`config.mk`:
```
export PLATFORM = sky130hd
export DESIGN_NAME = seq_div
export DESIGN_NICKNAME = d
export VERILOG_FILES = /design/src/rtl/div_pkg.sv /design/src/rtl/div_step.sv /design/src/rtl/seq_div.sv
export SDC_FILE = /design/constraint.sdc
export NUM_CORES = 1
export LEC_CHECK = 0
export CORE_MARGIN = 8
export CORE_UTILIZATION = 48
export DETAILED_ROUTE_END_ITERATION = 8
export PLACE_DENSITY = 0.69
export SKIP_LAST_GASP = 1
export SLEW_MARGIN = 20
export SYNTH_ARGS = -nofsm -noshare
export SYNTH_HDL_FRONTEND = slang
export SYNTH_HIERARCHICAL = 1
export SYNTH_SLANG_ARGS = --single-unit
```
`constraint.sdc`:
```
create_clock -name clk -period 6 [get_ports clk]
set_input_delay 1.2 -clock clk [delete_from_list [all_inputs] [get_ports clk]]
set_output_delay 1.2 -clock clk [all_outputs]
set_load 0.03 [all_outputs]
```
`src/rtl/div_pkg.sv`:
```
// Shared types and constants for the sequential restoring divider.
package div_pkg;

    typedef enum logic {
        IDLE = 1'b0,
        RUN  = 1'b1
    } state_t;

    localparam int DEF_WIDTH = 5;

    function automatic int cnt_width(input int w);
        return (w > 1) ? $clog2(w) : 1;
    endfunction

    localparam int CNT_W = cnt_width(DEF_WIDTH);

endpackage

```
`src/rtl/div_step.sv`:
```
// One restoring-division step: trial subtract the divisor from the shifted partial remainder.
module div_step
    import div_pkg::*;
#(
    parameter int WIDTH = DEF_WIDTH
) (
    input  logic [WIDTH:0]   rem_shift_i,
    input  logic [WIDTH-1:0] divisor_i,
    output logic [WIDTH-1:0] rem_next_o,
    output logic             q_bit_o
);

    logic [WIDTH:0] diff;

    // The shifted remainder is below 2*divisor, so the top bit of the
    // WIDTH+1 bit difference is exactly the borrow.
    always_comb begin
        diff       = rem_shift_i - {1'b0, divisor_i};
        q_bit_o    = ~diff[WIDTH];
        rem_next_o = q_bit_o ? diff[WIDTH-1:0] : rem_shift_i[WIDTH-1:0];
    end

endmodule

```
`src/rtl/seq_div.sv`:
```
// Sequential restoring divider: one quotient bit per clock under a start/busy/done handshake.
module seq_div
    import div_pkg::*;
#(
    parameter int WIDTH = DEF_WIDTH
) (
    input  logic             clk,
    input  logic             rst,
    input  logic             start,
    input  logic [WIDTH-1:0] dividend,
    input  logic [WIDTH-1:0] divisor,
    output logic             busy,
    output logic             done,
    output logic [WIDTH-1:0] quotient,
    output logic [WIDTH-1:0] remainder,
    output logic             dbz
);

    localparam int CW = (WIDTH == DEF_WIDTH) ? CNT_W : cnt_width(WIDTH);

    state_t           state_q, state_d;
    logic [CW-1:0]    cnt_q, cnt_d;
    logic [WIDTH-1:0] rem_q, rem_d;       // partial remainder, always < divisor
    logic [WIDTH-1:0] dvd_q, dvd_d;       // dividend shifting out, quotient shifting in
    logic [WIDTH-1:0] dvs_q, dvs_d;
    logic [WIDTH-1:0] quot_q, quot_d;
    logic [WIDTH-1:0] remo_q, remo_d;
    logic             dbz_q, dbz_d;
    logic             done_q, done_d;
    logic             pend_q, pend_d;     // divide-by-zero result due on the next edge

    logic [WIDTH-1:0] step_rem;
    logic             step_q;

    div_step #(.WIDTH(WIDTH)) u_step (
        .rem_shift_i ({rem_q, dvd_q[WIDTH-1]}),
        .divisor_i   (dvs_q),
        .rem_next_o  (step_rem),
        .q_bit_o     (step_q)
    );

    always_comb begin
        // NOTE: every signal assigned here gets a default first so no path leaves it unassigned (no latch).
        state_d = state_q;
        cnt_d   = cnt_q;
        rem_d   = rem_q;
        dvd_d   = dvd_q;
        dvs_d   = dvs_q;
        quot_d  = quot_q;
        remo_d  = remo_q;
        dbz_d   = dbz_q;
        done_d  = 1'b0;
        pend_d  = 1'b0;

        if (pend_q) begin
            done_d = 1'b1;
            dbz_d  = 1'b1;
            quot_d = '1;
            remo_d = dvd_q;
        end

        case (state_q)
            IDLE: begin
                if (start) begin
                    dvd_d = dividend;
                    dvs_d = divisor;
                    rem_d = '0;
                    cnt_d = CW'(WIDTH - 1);
                    if (divisor != '0) state_d = RUN;
                    else               pend_d  = 1'b1;
                end
            end
            RUN: begin
                rem_d = step_rem;
                dvd_d = WIDTH'({dvd_q, step_q});
                cnt_d = cnt_q - CW'(1);
                if (cnt_q == '0) begin
                    state_d = IDLE;
                    done_d  = 1'b1;
                    dbz_d   = 1'b0;
                    quot_d  = WIDTH'({dvd_q, step_q});
                    remo_d  = step_rem;
                end
            end
            default: state_d = IDLE;
        endcase
    end

    // NOTE: state registers use non-blocking assignments so every flop samples pre-edge values.
    always_ff @(posedge clk or posedge rst) begin
        if (rst) begin
            state_q <= IDLE;
            cnt_q   <= '0;
            rem_q   <= '0;
            dvd_q   <= '0;
            dvs_q   <= '0;
            quot_q  <= '0;
            remo_q  <= '0;
            dbz_q   <= 1'b0;
            done_q  <= 1'b0;
            pend_q  <= 1'b0;
        end else begin
            state_q <= state_d;
            cnt_q   <= cnt_d;
            rem_q   <= rem_d;
            dvd_q   <= dvd_d;
            dvs_q   <= dvs_d;
            quot_q  <= quot_d;
            remo_q  <= remo_d;
            dbz_q   <= dbz_d;
            done_q  <= done_d;
            pend_q  <= pend_d;
        end
    end

    assign busy      = (state_q == RUN);
    assign done      = done_q;
    assign quotient  = quot_q;
    assign remainder = remo_q;
    assign dbz       = dbz_q;

endmodule

```
# Yosys cells after proc, flatten, opt, wreduce, memory -nomap -nowiden
# Cells that the tools add are included.
[word_totals]
output_inout_bits = 13
ff_bits = 32
word_cells = 44
[classes]
muxes = 26
bitwise_logic = 2
n_addsub = 2
eq_ne = 1
reduce_logical = 3
[op_table]
columns = ["operator", "n"]
rows = [
  ["5-bit 2-to-1 mux", 9],
  ["5-bit one-hot mux with 2 select lines", 2],
  ["1-bit 2-to-1 mux", 12],
  ["3-bit one-hot mux with 2 select lines", 1],
  ["6-bit by 5-bit subtractor with 6-bit output", 1],
  ["5-bit nonzero test", 1],
  ["3-bit zero test", 1],
  ["3-bit 2-to-1 mux", 1],
  ["3-bit by 1-bit subtractor with 3-bit output, second input constant", 1],
  ["2-bit inequality test, second input constant", 1],
  ["1-bit inverter", 2],
  ["1-bit one-hot mux with 2 select lines", 1],
  ["2-bit AND reduction", 1],
]

# Longest topological paths before layout
[logic_depth]
ltp_word = 4
depth_mapped = 10
mapped_depth_nobuf = 10

# Modules after synthesis
# The synthesis kept the hierarchy.
[modules_own_cells]
columns = ["module", "instances", "seq_area_each_um2", "area_per_inst_um2", "cells_each"]
rows = [
  ["seq_div", 1, 800.8, 1347.5, 125],
  ["div_step", 1, 0.0, 364.1, 42],
]

# Least setup slack after synthesis
# Ideal clock, no wire load.
[synth_timing]
path_type = "register to register"
from = "reg rem_q[0]"
to = "reg rem_q[4]"
n_path_buf = 0
stages_incl_launch_ff = 8
path_slack_ps = 3968
arrival_time_ps = 1911
required_time_ps = 5879
setup_ps = 121
cell_sequence = "dfrtp_1 > ha_1 > nor2b_1 > o211ai_2 > nand4b_1 > o311ai_4 > mux2_4 > a22o_1"
[synth_between]
elab_chain_len = 3
[synth_rtl]
columns = ["element", "line", "rtl"]
rows = [
  ["start: declaration", "seq_div.sv:23", "logic [WIDTH-1:0] rem_q, rem_d;"],
  ["start signal: assignment", "seq_div.sv:105", "rem_q <= rem_d;"],
  ["6-bit by 5-bit subtractor with 6-bit output", "div_step.sv:18", "diff = rem_shift_i - {1'b0, divisor_i};"],
  ["5-bit 2-to-1 mux", "div_step.sv:20", "rem_next_o = q_bit_o ? diff[WIDTH-1:0] : rem_shift_i[WIDTH-1:0];"],
  ["via step_rem[4]", "seq_div.sv:32", "logic [WIDTH-1:0] step_rem;"],
  ["5-bit one-hot mux with 2 select lines", "seq_div.sv:62", "case (state_q)"],
]
# The timed path passes the listed nets, and every way through them passes these cells.
# A chain may end at the register's enable or synchronous reset.

# Worst setup path in the final report
[layout_timing]
from = "reg state_q, in the netlist busy"
to = "out busy"
[layout_rtl]
columns = ["element", "line", "rtl"]
rows = [
  ["start: declaration", "seq_div.sv:21", "state_t state_q, state_d;"],
  ["start signal: assignment", "seq_div.sv:103", "state_q <= state_d;"],
  ["end: declaration", "seq_div.sv:12", "output logic busy,"],
]
# No word-level cell between the ends.

==> reports/qor.yml <==
ys_async_sr_fraction_pct: 100
drc: 0
cts_root_buffer: "clkbuf_4"
synth_area_sq_um: 1710
max_freq_mhz: 324
firstDrtPassIters: 4
die_h_um: 75.7
drtIter0Drc: 83
tns_ns: 0
synth_nets: 188
nNetsFinal: 214
vias_per_cell: 5.33
power_density_nw_per_um2: 666
finalHoldViolations: 0
avgRoutedWirePerCell_um: 14.6
ys_ff_latch: 32
h-tree-depth: 2
rrSetupSlack_ns: 3.79
yosys.area.top_type: "dfrtp_1"
worst-setup-path-type: "reg2out"
syn_to_final_growth_pct: 20.4
die_x_um: 75.7
n_fill_cell: 283
dp.cells: 232
p_total_mw: 1.37
grt-ovfl-total: 0
ant_nets: 0
yosysTopAreaCellShare_pct: 46.8
drive_gt1_share_pct: 11.3
worstHoldPathCells: 1
cp.depth: 1
hpwlAfterDp_um: 2650
relSlewSlack_pct: 46.7
slew_viol_final: 0
syn_inst: 167
startpoint_type: "flop"
ys.flop_type: "dfrtp_1"
cp_num_buf_inv: 1
fin_crit_sh_pct: 51.4
worstPathArrival_ns: 1.89
crit_family: "buffers and inverters"
grt_max_degree: 33
syn_area_per_cell_sq_um: 10.2
postCtsResizedCells: 0
io_pins: 26
gp_congestion: 0.832
clk_path_buf_depth: 2
cts_tree: "done"
synth_cell_type_count: 35
cts_setup_buffers: 0
max-cap-violations: 0
skew_ns: 0.0188
antenna_found_initial: 0
grt.total_usage_pct: 13.7
cp_max_fo: 23
reg2reg_depth: 8
synth_edf_count: 0
rsz0062_at_grt: "no"
slowest_delay_ns: 0.79
seq_area_frac_synth_pct: 46.8
fin_crit_ns: 3.09
initial_core_util_pct: 50.5
wl_um: 3520
stdcell_area_sq_um: 2060
worstSkewPairLatency_ns: 0.34
irDropWorstVdd_v: 0.000298
cpMaxStageDelayCell: "clkdlybuf4s50_1"
vias: 1279
holdBufCountCts: 0
io_buffers: 25
critPathCaptureType: "primary output"
diodes: 0
dpl_cell_area_sq_um: 1980
worst_setup_hold_path_clk_slew_ns: 0.11
leakage_nw: 0.921
fp-row-count: 21
worstPathCellList: "clkdlybuf4s50_1"
grt_pass1_vias: 1287
finalSetupViolCount: 0
worst_slew_pin_slew_ns: 0.797
status: "finished, final reports clean"
dieArea_sq_um: 5730
crit_required_ns: 4.80
synth_area_leaders: "dfrtp_1 (47%), mux2i_1 (6.4%), ha_1 (5.1%)"
synth_warnings: 6
cts_buffers: 5
grt_pass1_wl_um: 5830
fin_cells: 240
core-area_sq_um: 3390
hold_path_class: "reg2reg"
cts_num_sinks: 32
-- metrics by stage --
step | utilization [%] | setup WS (ns) | hold slack [ns]
6_report | 60.8 | 2.91 | 0.495
5_1_grt | 60.8 | 2.78 | 0.525
4_1_cts | 60.8 | 2.92 | 0.506
3_5_place_dp | 58.5 | 3.31 | 0.483
3_3_place_gp | 58.5 | 3.31 | 0.462
2_1_floorplan | - | 3.97 | 0.450
-- area by class of cell --
type	instances	area (sq um)	area share, %
tap	46	57.6	2.79
inverter	12	45.0	2.19
clock buffer	6	41.3	2.00
multi-input combinational	116	823	40.0
sequential	32	801	38.9
clock inverter	2	35.0	1.70
timing repair buffer	26	258	12.5
-- cells by family (layout without fill, tap and decap cells) --
| group | count (synthesis) | count (layout) | synth area share, % |
|---|---|---|---|
| buf+inv | 19 | 46 | 5.12 |
| flops | 32 | 32 | 46.8 |
| compound gates | 40 | 40 | 15.9 |
| xor+xnor | 4 | 4 | 2.05 |
| simple gates | 45 | 45 | 11.5 |
| mux | 19 | 19 | 12.4 |
| fa+ha+maj | 8 | 8 | 6.29 |
-- path summary, 6_finish.rpt --
kind | end | start
min reg2reg | dbz | dbz
min | dbz | dbz
max | busy | busy
max in group asynchronous | dvs_q[1] | rst
max reg2reg | remainder[2] | rem_q[2]
min in group asynchronous | busy | rst
-- routing by layer --
layer	track usage (%)	part of all wire [%]	up-vias
met2	22.5	48	35
met3	3.82	5.6	7
met5	0	0	-
met4	7.46	2.3	0
met1	15.6	45	612
li1	-	-	625
-- synthesized netlist by cell type, types with 2 or more instances --
library cell and instances:
a21oi_1 13, buf_2 4, buf_4 3, dfrtp_1 32
ha_1 7, inv_1 11, mux2_2 5, mux2_4 3
mux2i_1 11, nand2_1 15, nand2b_1 2, nor2_1 20
nor3_1 3, o21ai_0 15, xnor2_1 2, xor2_1 2
-- power breakdown --
| group | switching, mW | internal, mW | total [mW] |
|---|---|---|---|
| clock network | 0.0761 | 0.0873 | 0.163 |
| logic | 0.423 | 0.367 | 0.790 |
| registers | 0.0981 | 0.322 | 0.420 |
-- state kept, by name (all words and copies together), names as in the netlist --
register	count
rem_q	5
dvd_q	5
cnt_q	3
busy	1
quotient	5
remainder	5
done	1
dvs_q	5
pend_q	1
dbz	1
-- placed cells by master, fill, tap and decap left out, drive strengths merged, types with 3 or more instances in the layout --
cell and n:
nor3 3, inv 12, dfrtp 32, o21ai 16, a21oi 14, clkdlybuf4s50 25
ha 7, mux2 8, nand2 16, clkbuf 6, nor2 20, mux2i 11
Power figures use the tool's default switching activity.
==> RTL edit, RTL diff (config.mk and constraints unchanged) <==
`DEF_WIDTH`: 5 -> 10.
--- a/src/rtl/div_pkg.sv
+++ b/src/rtl/div_pkg.sv
@@ -6,7 +6,7 @@
         RUN  = 1'b1
     } state_t;
 
-    localparam int DEF_WIDTH = 5;
+    localparam int DEF_WIDTH = 10;
 
     function automatic int cnt_width(input int w);
         return (w > 1) ? $clog2(w) : 1;
Ports: changed (resized dividend, divisor, quotient and remainder); port bits go from 26 to 46. No check against the original RTL was run, so the function may have changed too.
==> RTL edit against the unedited design <==
- maximum frequency up 4.1%
- final cell count up 74%
- critical endpoint is now rem_q[9]$_DFFE_PP0P_
- highest routed layer unchanged
- worst hold slack better by 6.4 ps
- first-iteration DRC count up 41%
- setup slack better by 120 ps
- wire length up 87%
- total power up 65%
- cell area up 81%
- combinational power up 56%
- area after synthesis up 81%
- sequential cell count up 26
==> RTL edit: results (changes against the unedited design) <==
cells_and_area:
  inverters: 15  # +3
  fin_nets: 371  # +73%
  clkCellAreaFrac: 0.0515  # +0.0145
  fin_area_um2: 3740  # +81%
  clkbuf_count: 9  # +3
  regArea_um2: 1450  # +81%
  instances_no_fill: 417  # +74%
  multiInputCombCellCount: 203  # +75%
  drive_gt1_frac: 0.144  # +0.0307
power:
  p_seq_uw: 684  # +63%
  vdd_drop_max_uv: 282  # -5.4%
  leakagePower_nw: 1.69  # +84%
synthesis:
  netlist_instances: 292  # +75%
  synth_xor_area_frac: 0.0255  # +0.00504
  syn_nets: 328  # +74%
  ys_seq_area_frac: 0.470  # +0.00180
floorplanning:
  tapCellCount: 77  # +67%
run_status:
  outcome: "finished clean"
timing:
  relSlewSlack: 0.381  # -0.0854
route:
  dr.first_iter.drc_count: 117  # +41%
  first_pass_iters: 5  # +1
placed_design:
  dp_slack_ps: 3060  # -248 ps
  post-place-cells: 401  # +73%
cts:
  cts_root_buffer: "clkbuf_8"
global_routing:
  grt_usage: 0.154  # +0.0170
## RTL edit: worst paths after layout
| path | depth (start not counted) | end | slack [ps] | from |
|---|---|---|---|---|
| setup / recovery | 10 | rem_q[9]$_DFFE_PP0P_ | 3040 | dvd_q[9]$_DFFE_PP0P_ |
| hold / removal | 1 | cnt_q[0]$_DFFE_PP0P_ | 500 | cnt_q[0]$_DFFE_PP0P_ |
| setup reg to reg | 10 | rem_q[9]$_DFFE_PP0P_ | 3040 | dvd_q[9]$_DFFE_PP0P_ |
| hold reg to reg | 1 | cnt_q[0]$_DFFE_PP0P_ | 500 | cnt_q[0]$_DFFE_PP0P_ |
| max in group asynchronous | 3 | dvs_q[6]$_DFFE_PP0P_ | 4110 | rst |
| min in group asynchronous | 3 | quotient[6]$_DFF_PP0_ | 1400 | rst |
## RTL edit: per-layer routing
layer,global-route usage,share of wire,vias up
met5,0,0,-
met4,0.0653,0.016,0
met3,0.0507,0.071,10
met2,0.213,0.43,60
met1,0.213,0.49,1059
li1,-,-,1097
